File: src/rtl/life_frame_scheduler.sv
// life_frame_scheduler
// Sequences the WS2812B refresh of a Game-of-Life board: per pixel it fetches
// the cell colour, loads the shift register and waits out the serial
// transmission; after the last pixel it holds the line idle for the latch time
// and decides whether the datapath should commit the next generation.
`timescale 1ns/1ps

module life_frame_scheduler #(
  parameter int NUM_PIXELS     = 64,
  parameter int PIXEL_CYCLES   = 384,
  parameter int LATCH_CYCLES   = 1200,
  parameter int FRAMES_PER_GEN = 6
) (
  input  logic        clk,
  input  logic        rst,
  input  logic        run,
  input  logic        step,
  output logic [5:0]  pixel,
  output logic [4:0]  frame,
  output logic        load_sreg,
  output logic        transmit_pixel,
  output logic        latching,
  output logic        frame_done,
  output logic        commit_gen,
  output logic [15:0] gen_count
);

  localparam int CNT_MAX = (PIXEL_CYCLES > LATCH_CYCLES) ? PIXEL_CYCLES : LATCH_CYCLES;
  localparam int CNT_W   = $clog2(CNT_MAX + 1);
  localparam int GF_W    = (FRAMES_PER_GEN > 1) ? $clog2(FRAMES_PER_GEN) : 1;

  localparam logic [CNT_W-1:0] SEND_LAST  = CNT_W'(PIXEL_CYCLES - 1);
  localparam logic [CNT_W-1:0] LATCH_LAST = CNT_W'(LATCH_CYCLES - 1);
  localparam logic [5:0]       PIXEL_LAST = 6'(NUM_PIXELS - 1);
  localparam logic [GF_W-1:0]  GF_LAST    = GF_W'(FRAMES_PER_GEN - 1);

  typedef enum logic [2:0] {
    FETCH  = 3'd0,
    LOAD   = 3'd1,
    SEND   = 3'd2,
    LATCH  = 3'd3,
    COMMIT = 3'd4
  } state_t;

  state_t           state;
  state_t           state_next;
  logic [CNT_W-1:0] cnt;
  logic [CNT_W-1:0] cnt_next;
  logic [GF_W-1:0]  gen_frames;
  logic             step_pending;
  logic             send_end;
  logic             latch_end;
  logic             commit_now;

  // Next values of the registered outputs, decoded from the upcoming state
  logic load_sreg_d;
  logic transmit_pixel_d;
  logic latching_d;
  logic frame_done_d;
  logic commit_gen_d;

  // State register and the shared SEND/LATCH cycle counter
  always_ff @(posedge clk or posedge rst) begin
    // NOTE: sequential state uses non-blocking assignments so every flop
    // samples pre-edge values regardless of statement order.
    if (rst) begin
      state <= FETCH;
      cnt   <= '0;
    end else begin
      state <= state_next;
      cnt   <= cnt_next;
    end
  end

  // Next-state logic, including the end-of-frame commit decision
  always_comb begin
    // NOTE: every variable gets a default first so no path leaves it
    // unassigned, which would otherwise infer a latch.
    state_next = state;
    cnt_next   = cnt;
    send_end   = 1'b0;
    latch_end  = 1'b0;
    commit_now = 1'b0;
    unique case (state)
      FETCH: state_next = LOAD;
      LOAD: begin
        state_next = SEND;
        cnt_next   = '0;
      end
      SEND: begin
        if (cnt == SEND_LAST) begin
          send_end   = 1'b1;
          cnt_next   = '0;
          state_next = (pixel == PIXEL_LAST) ? LATCH : FETCH;
        end else begin
          cnt_next = cnt + CNT_W'(1);
        end
      end
      LATCH: begin
        if (cnt == LATCH_LAST) begin
          latch_end  = 1'b1;
          cnt_next   = '0;
          commit_now = (run && (gen_frames == GF_LAST)) || step_pending || step;
          state_next = commit_now ? COMMIT : FETCH;
        end else begin
          cnt_next = cnt + CNT_W'(1);
        end
      end
      COMMIT: state_next = FETCH;
      default: state_next = FETCH;
    endcase
  end

  // Output decode from the upcoming state so the output flops align with it
  always_comb begin
    load_sreg_d      = (state_next == LOAD);
    transmit_pixel_d = (state_next == SEND) && (state != SEND);
    latching_d       = (state_next == LATCH);
    frame_done_d     = (state_next == LATCH) && (cnt_next == LATCH_LAST);
    commit_gen_d     = (state_next == COMMIT);
  end

  // Output register: no combinational path from run/step to any port
  always_ff @(posedge clk or posedge rst) begin
    if (rst) begin
      load_sreg      <= 1'b0;
      transmit_pixel <= 1'b0;
      latching       <= 1'b0;
      frame_done     <= 1'b0;
      commit_gen     <= 1'b0;
    end else begin
      load_sreg      <= load_sreg_d;
      transmit_pixel <= transmit_pixel_d;
      latching       <= latching_d;
      frame_done     <= frame_done_d;
      commit_gen     <= commit_gen_d;
    end
  end

  // Pixel/frame addressing, generation bookkeeping and step capture
  always_ff @(posedge clk or posedge rst) begin
    if (rst) begin
      pixel        <= '0;
      frame        <= '0;
      gen_count    <= '0;
      gen_frames   <= '0;
      step_pending <= 1'b0;
    end else begin
      if (send_end && (pixel != PIXEL_LAST)) begin
        pixel <= pixel + 6'd1;
      end
      if (latch_end) begin
        pixel <= '0;
        frame <= frame + 5'd1;
        if (commit_now) begin
          gen_frames <= '0;
          gen_count  <= gen_count + 16'd1;
        end else if (gen_frames < GF_LAST) begin
          gen_frames <= gen_frames + GF_W'(1);
        end
      end
      // Leaving COMMIT clears the request, swallowing any step seen during it
      if (state == COMMIT) begin
        step_pending <= 1'b0;
      end else if (step) begin
        step_pending <= 1'b1;
      end
    end
  end

endmodule

File: config.mk
export PLATFORM = sky130hd
export DESIGN_NAME = life_frame_scheduler
export DESIGN_NICKNAME = d
export VERILOG_FILES = /design/src/rtl/life_frame_scheduler.sv
export SDC_FILE = /design/constraint.sdc
export NUM_CORES = 1
export LEC_CHECK = 0
export CORE_MARGIN = 1
export CORE_UTILIZATION = 30
export DETAILED_ROUTE_END_ITERATION = 6
export GPL_TIMING_DRIVEN = 0
export SKIP_LAST_GASP = 1
export SLEW_MARGIN = 20
export SYNTH_ARGS = -nofsm -noshare
export SYNTH_HDL_FRONTEND = slang
export SYNTH_SLANG_ARGS = --single-unit
File: constraint.sdc
create_clock -name clk -period 2.5 [get_ports clk]
set_input_delay 0.5 -clock clk [delete_from_list [all_inputs] [get_ports clk]]
set_output_delay 0.5 -clock clk [all_outputs]
set_load 0.02 [all_outputs]
==> flow_summary_export.csv, run 1 <==
group,metric,value,unit
sta,finalHoldViolations,0,
run,drv_cap,0,
sta,max_freq,421,MHz
synth,async_reset_ff_frac,1.00,
floorplanning,fp.dieH,93.6,um
sta,finClkSkew,12.2,ps
route,first_pass_iters,4,
final_layout,fillCellCount,817,
synth,ys_seq_area_frac,0.498,
route,vias,1831,
cts,root_buffer,"clkbuf_8",
global_routing,overflow,0,
power,vdd_drop_max,0.253,mV
status,status,"complete, no violations",
place,finalWeightedCongestion,0.784,
final_layout,final-seq-area,1250,um2
place,dpl_worst_slack,2.73,ps
synth,synth.avg_cell_area,10.7,um2
synth,synthDistinctLibCells,49,
critical_path,worstSetupPathType,"reg -> reg",
floorplanning,die-area,8750,um2
sta,rsz0062_at_grt,"yes",
cts,clock-sinks,50,
cts,clk_latency,300,ps
critical_path,cp_max_fo,6,
place,postPlaceCellArea,3020,um2
sta,slew_headroom,0.499,
floorplanning,fp-row-count,33,
global_routing,grt_pass1_vias,1704,
synth,synth_edf_count,0,
cts,cts_made_buffers,5,
floorplanning,pin_count,36,
power,p_int,1140,uW
synth,ys_top_cells_by_area,"dfrtp_1 (50%), xnor2_1 (6.6%), xor2_1 (4.9%), nor2_1 (4.2%), ha_1 (3.0%)",
synth,synth_most_common_cell,"dfrtp_1",
floorplanning,coreArea,8180,um2
synth,synth_top_area_share,0.498,
synth,netlist_instances,236,
synth,synth_warnings,0,
cts,clock_path_buffers,2,
final_layout,area_growth,25.1,%
synth,syn-num-nets,246,
final_layout,antenna_cells,0,
power,swShare,0.197,
route,route.detailed.drc,0,
route,wl_per_cell,13.0,um
critical_path,end_kind,"register",
place,dpl.hpwl,3700,um
final_layout,drive_gt1_frac,0.115,
sta,period_minus_slack,2380,ps
sta,fin_crit_sh,0.950,
cts,cts_tree,"built",
power,netSwitchingPower,279,uW
final_layout,postLayoutCellArea,3150,um2
sta,whs,467,ps
power,leakagePower,0.00137,uW
critical_path,critPathLaunchType,"register",
global_routing,grt_antenna_before_repair,0,
hold_path,holdPathStages,1,
sta,maxSlewViolCount,0,
final_layout,multi_input_area,1200,um2
route,vias_per_cell,4.77,
place,portBuffers,35,
cts,htree_levels,2,
synth,synth_largest_area_cell,"dfrtp_1",
sta,worstMarginPinSlew,750,ps
sta,finalSetupViolCount,0,
critical_path,r2r.worst_path.cells,5,
power,seqPwrFrac,0.571,
hold_path,hold_path.class,"reg -> reg",
power,pwr-share-clk,0.411,
sta,setup_slack,125,ps
floorplanning,start_util,0.308,
global_routing,grt_max_degree,30,
synth,netlist_area,2510,um2
critical_path,required,2700,ps
global_routing,grt_pass1_wl,8400,um
cts,ctsHoldBuffers,0,
critical_path,cp.arrival,2570,ps
route,drtIter0Drc,82,
power,pwr-share-comb,0.018,
synth,yosys_register_bits,50,
synth,synth_top_flop_cell,"dfrtp_1",
synth,synth_commonest_cells,"dfrtp_1 (50), nor2_1 (28), xnor2_1 (19)",
cts,clk_pin_slew,90,ps
final_layout,nets,289,
sta,fin_tns_setup,0,ps
power,powerDensity,450,nW/um2
route,drtAntennaViolNets,0,
global_routing,grt_use_total,0.122,
floorplanning,fp.dieW,93.6,um
route,wl,4980,um
[flip-flops by register name, indices dropped and copies added (netlist names)]
name,count
load_sreg,1
transmit_pixel,1
commit_gen,1
frame,5
pixel,6
cnt,11
step_pending,1
gen_count,16
frame_done,1
latching,1
state,3
gen_frames,3
[metal layers]
layer  GRT usage  share of wire  vias to the layer above
met5           0              0                        -
met4      0.0372          0.012                        0
met3      0.0211          0.045                        7
met2       0.178           0.44                       45
met1       0.184           0.51                      867
li1            -              -                      912
[power groups by stage]
stage | logic (uW) | registers, uW | clock network (uW)
floorplan | 11.9 | 824 | 0
global route | 28.9 | 808 | 628
detailed placement | 26.3 | 824 | 0
global placement | 22.6 | 824 | 0
finish | 24.9 | 808 | 582
CTS | 26.4 | 808 | 600
[logic make-up after synthesis]
kind of cell	Yosys count	synth area share
and+or+nand+nor	101	0.235
xor gates and xnor gates	33	0.115
AOI/OAI and AO/OA	26	0.0707
muxes	5	0.0209
adders and majority gates	6	0.0298
buffers and inverters	15	0.0313
DFF	50	0.498
[layout by cell type, fill, tap and decap left out, types with 5 or more instances in the layout]
cell type        instances
nand3_1                  5
clkdlybuf4s50_1         35
a21oi_1                  9
nand2_1                 18
xor2_1                  14
dfrtp_1                 50
nand4_1                 11
nor3_1                   5
xnor2_1                 19
inv_1                    9
nor2_1                  28
ha_1                     6
clkbuf_8                 8
[critical path, stage by stage (launching register included)]
cell,delay [ps]
dfrtp_1,440
or4bb_1,660
nor4_4,490
and2_0,180
clkbuf_2,160
mux2_2,340
[what timing repair did]
action / CTS / global route
hold endpoints to repair: 0 / 0
pin swaps: 0 / 2
setup endpoints to repair: 8 / 15
setup buffers: 0 / 0
gates resized for setup: 1 / 2
[through the flow]
stage / utilization / cells / total power (uW)
after floorplan: - / 236 / 836
after global placement: 0.367 / 376 / 847
after detailed placement: 0.369 / 377 / 850
after CTS: 0.384 / 384 / 1430
after global routing: 0.385 / 384 / 1460
final: 0.385 / 384 / 1410
[worst paths after layout]
| path | start | to | slack, ps |
|---|---|---|---|
| setup / recovery | cnt[4] | gen_count[1] | 120 |
| hold / removal | gen_count[15] | gen_count[15] | 470 |
| setup reg to reg | cnt[4] | gen_count[1] | 120 |
| hold reg to reg | gen_count[15] | gen_count[15] | 470 |
| max in group asynchronous | rst | frame[1] | 1430 |
| min in group asynchronous | rst | gen_count[12] | 550 |
[layout make-up]
class                      count  area share
clock buffer                   6      0.0262
clock inverter                 1     0.00954
inverter                      10      0.0119
sequential                    50       0.398
multi-input combinational    171       0.382
timing repair buffer          36       0.118
buffer                         5      0.0131
tap                          105      0.0417
No activity file was read; power rests on OpenSTA's default activity.
==> inputs of run 2 (changes only) <==
CTS_CLUSTER_DIAMETER = 50   (was default)
==> results of run 2 <==
Final layout, timing and power as in run 1 (identical DEF).
==> inputs of run 3 (changes only) <==
clock period = 2.24 ns   (was 2.5 ns; I/O delays follow)
==> flow_summary_export.csv, run 3 (synthesized netlist as in run 1, its figures left out) <==
group,metric,value,unit
critical_path,critical_path.slowest_cell,"dfrtp_1",
cts,cts_made_buffers,5,
sta,worstMarginPinSlew,845,ps
critical_path,slowest_delay,450,ps
final_layout,largest_reg_flops,16,
critical_path,worstPathCellList,"ha_2, nand3_4, or3_1, or3_1, a21oi_2, o21ba_2",
route,drtAntennaViolNets,0,
floorplanning,coreArea,8180,um2
global_routing,grt_pass1_vias,1744,
place,finalWeightedCongestion,0.784,
critical_path,r2r.worst_path.cells,6,
final_layout,final_cell_mix,"dfrtp_1 (49), clkdlybuf4s50_1 (35), nor2_1 (28)",
cts,clock-sinks,50,
sta,finalSetupViolCount,0,
hold_path,holdPathStages,1,
power,pwr-share-clk,0.412,
final_layout,antenna_cells,0,
global_routing,grt_use_total,0.125,
floorplanning,fp-row-count,33,
final_layout,post-route-util,0.394,
place,dpl.hpwl,3700,um
final_layout,layout_commonest_cell,"dfrtp_1",
critical_path,rr_startpoint,"cnt[1]",
final_layout,top_register,"gen_count",
final_layout,final-seq-area,1250,um2
hold_path,hold_path.class,"reg -> reg",
floorplanning,fp.dieH,93.6,um
power,vdd_drop_max,0.284,mV
critical_path,cp_common_cell,"or3_1",
sta,fin_crit_sh,0.945,
critical_path,critical_path.startpoint,"cnt[1]",
sta,setup_slack,124,ps
hold_path,hp-start,"gen_count[15]",
floorplanning,die-area,8750,um2
cts,root_buffer,"clkbuf_8",
cts,clock_path_buffers,2,
route,wl_per_cell,13.3,um
cts,htree_levels,2,
power,leakagePower,0.00140,uW
sta,maxSlewViolCount,0,
power,p_int,1270,uW
final_layout,multi_input_area,1240,um2
final_layout,fillCellCount,810,
route,drtIter0Drc,58,
place,portBuffers,35,
power,powerDensity,490,nW/um2
power,netSwitchingPower,311,uW
status,status,"complete, no violations",
run,drv_cap,0,
floorplanning,fp.dieW,93.6,um
critical_path,worstSetupPathType,"reg -> reg",
critical_path,path_buf_inv,0,
final_layout,nets,293,
critical_path,r2r_end,"state[0]",
cts,cts_tree,"built",
global_routing,overflow,0,
place,dp_cells,377,
route,first_pass_iters,4,
final_layout,top_regs,"gen_count: 16 flops, cnt: 11 flops, pixel: 6 flops",
route,wl,5160,um
global_routing,grt_antenna_before_repair,0,
critical_path,cp_top_family,"simple AND/OR/NAND/NOR gates",
global_routing,grt_max_degree,30,
final_layout,drive_gt1_frac,0.145,
final_layout,fin_cells,388,
sta,rsz0062_at_grt,"no",
cts,ctsHoldBuffers,0,
power,pwr-share-comb,0.017,
floorplanning,start_util,0.308,
sta,finalHoldViolations,0,
sta,period_minus_slack,2120,ps
route,route.detailed.drc,0,
final_layout,area_growth,28.0,%
critical_path,critPathLaunchType,"register",
sta,slew_headroom,0.435,
critical_path,end_kind,"register",
floorplanning,pin_count,36,
power,swShare,0.197,
power,seqPwrFrac,0.571,
route,vias_per_cell,4.74,
route,vias,1839,
cts,clk_pin_slew,80,ps
critical_path,cp.arrival,2360,ps
critical_path,regToRegSetupSlack,120,ps
hold_path,min_to,"gen_count[15]",
critical_path,required,2480,ps
place,dpl_worst_slack,-257,ps
global_routing,grt_pass1_wl,8580,um
sta,finClkSkew,7.58,ps
sta,max_freq,473,MHz
critical_path,cp_max_fo,10,
cts,clk_latency,300,ps
[run 3: worst max-delay path by stage]
stage | end | cells after the start
4_1_cts | frame_done | 6
6_report | state[0] | 6
3_5_place_dp | cnt[8] | 6
2_1_floorplan | cnt[10] | 6
5_1_grt | cnt[7] | 6
3_3_place_gp | frame[4] | 2
[run 3: routing by layer]
metal,up-vias,share of wire,global-route usage
li1,914,-,-
met1,886,0.50,0.184
met2,33,0.45,0.188
met3,6,0.037,0.0211
met4,0,0.011,0.0372
met5,-,0,0
[run 3: per-stage QoR]
stage | area, um2 | power [uW] | hold slack [ps] | setup TNS (ps)
CTS | 3190 | 1600 | 478 | -83.8
global route | 3220 | 1640 | 499 | 0
detailed placement | 3020 | 949 | 466 | -2940
global placement | 3000 | 945 | 462 | -25730
finish | 3220 | 1580 | 467 | 0
floorplan | 2510 | 933 | 493 | 0
[run 3: power groups by stage]
stage               clock network [uW]  logic [uW]  registers (uW)
CTS                                670        29.4             902
global route                       701        32.3             902
floorplan                            0        13.2             920
global placement                     0        25.2             920
finish                             650        27.6             902
detailed placement                   0        29.4             920
[run 3: layout make-up]
cell class	instances	share of cell area
tap	105	0.0408
multi-input combinational	171	0.386
timing repair buffer	40	0.124
clock inverter	1	0.00933
buffer	5	0.0128
clock buffer	6	0.0257
sequential	50	0.389
inverter	10	0.0117
[run 3: worst reg2reg max path: cells and delay by family, from the launching register on]
| family | cells | cell delay [ps] |
|---|---|---|
| adders and majority gates | 1 | 280 |
| AOI/OAI and AO/OA | 2 | 310 |
| DFF | 1 | 450 |
| and+or+nand+nor | 3 | 1030 |
[run 3: what timing repair did]
| action | in CTS | in global routing |
|---|---|---|
| setup buffers | 4 | 0 |
| hold endpoints to repair | 0 | 0 |
| pin swaps | 3 | 2 |
| endpoints found under the setup margin | 28 | 24 |
| resized for setup | 5 | 6 |
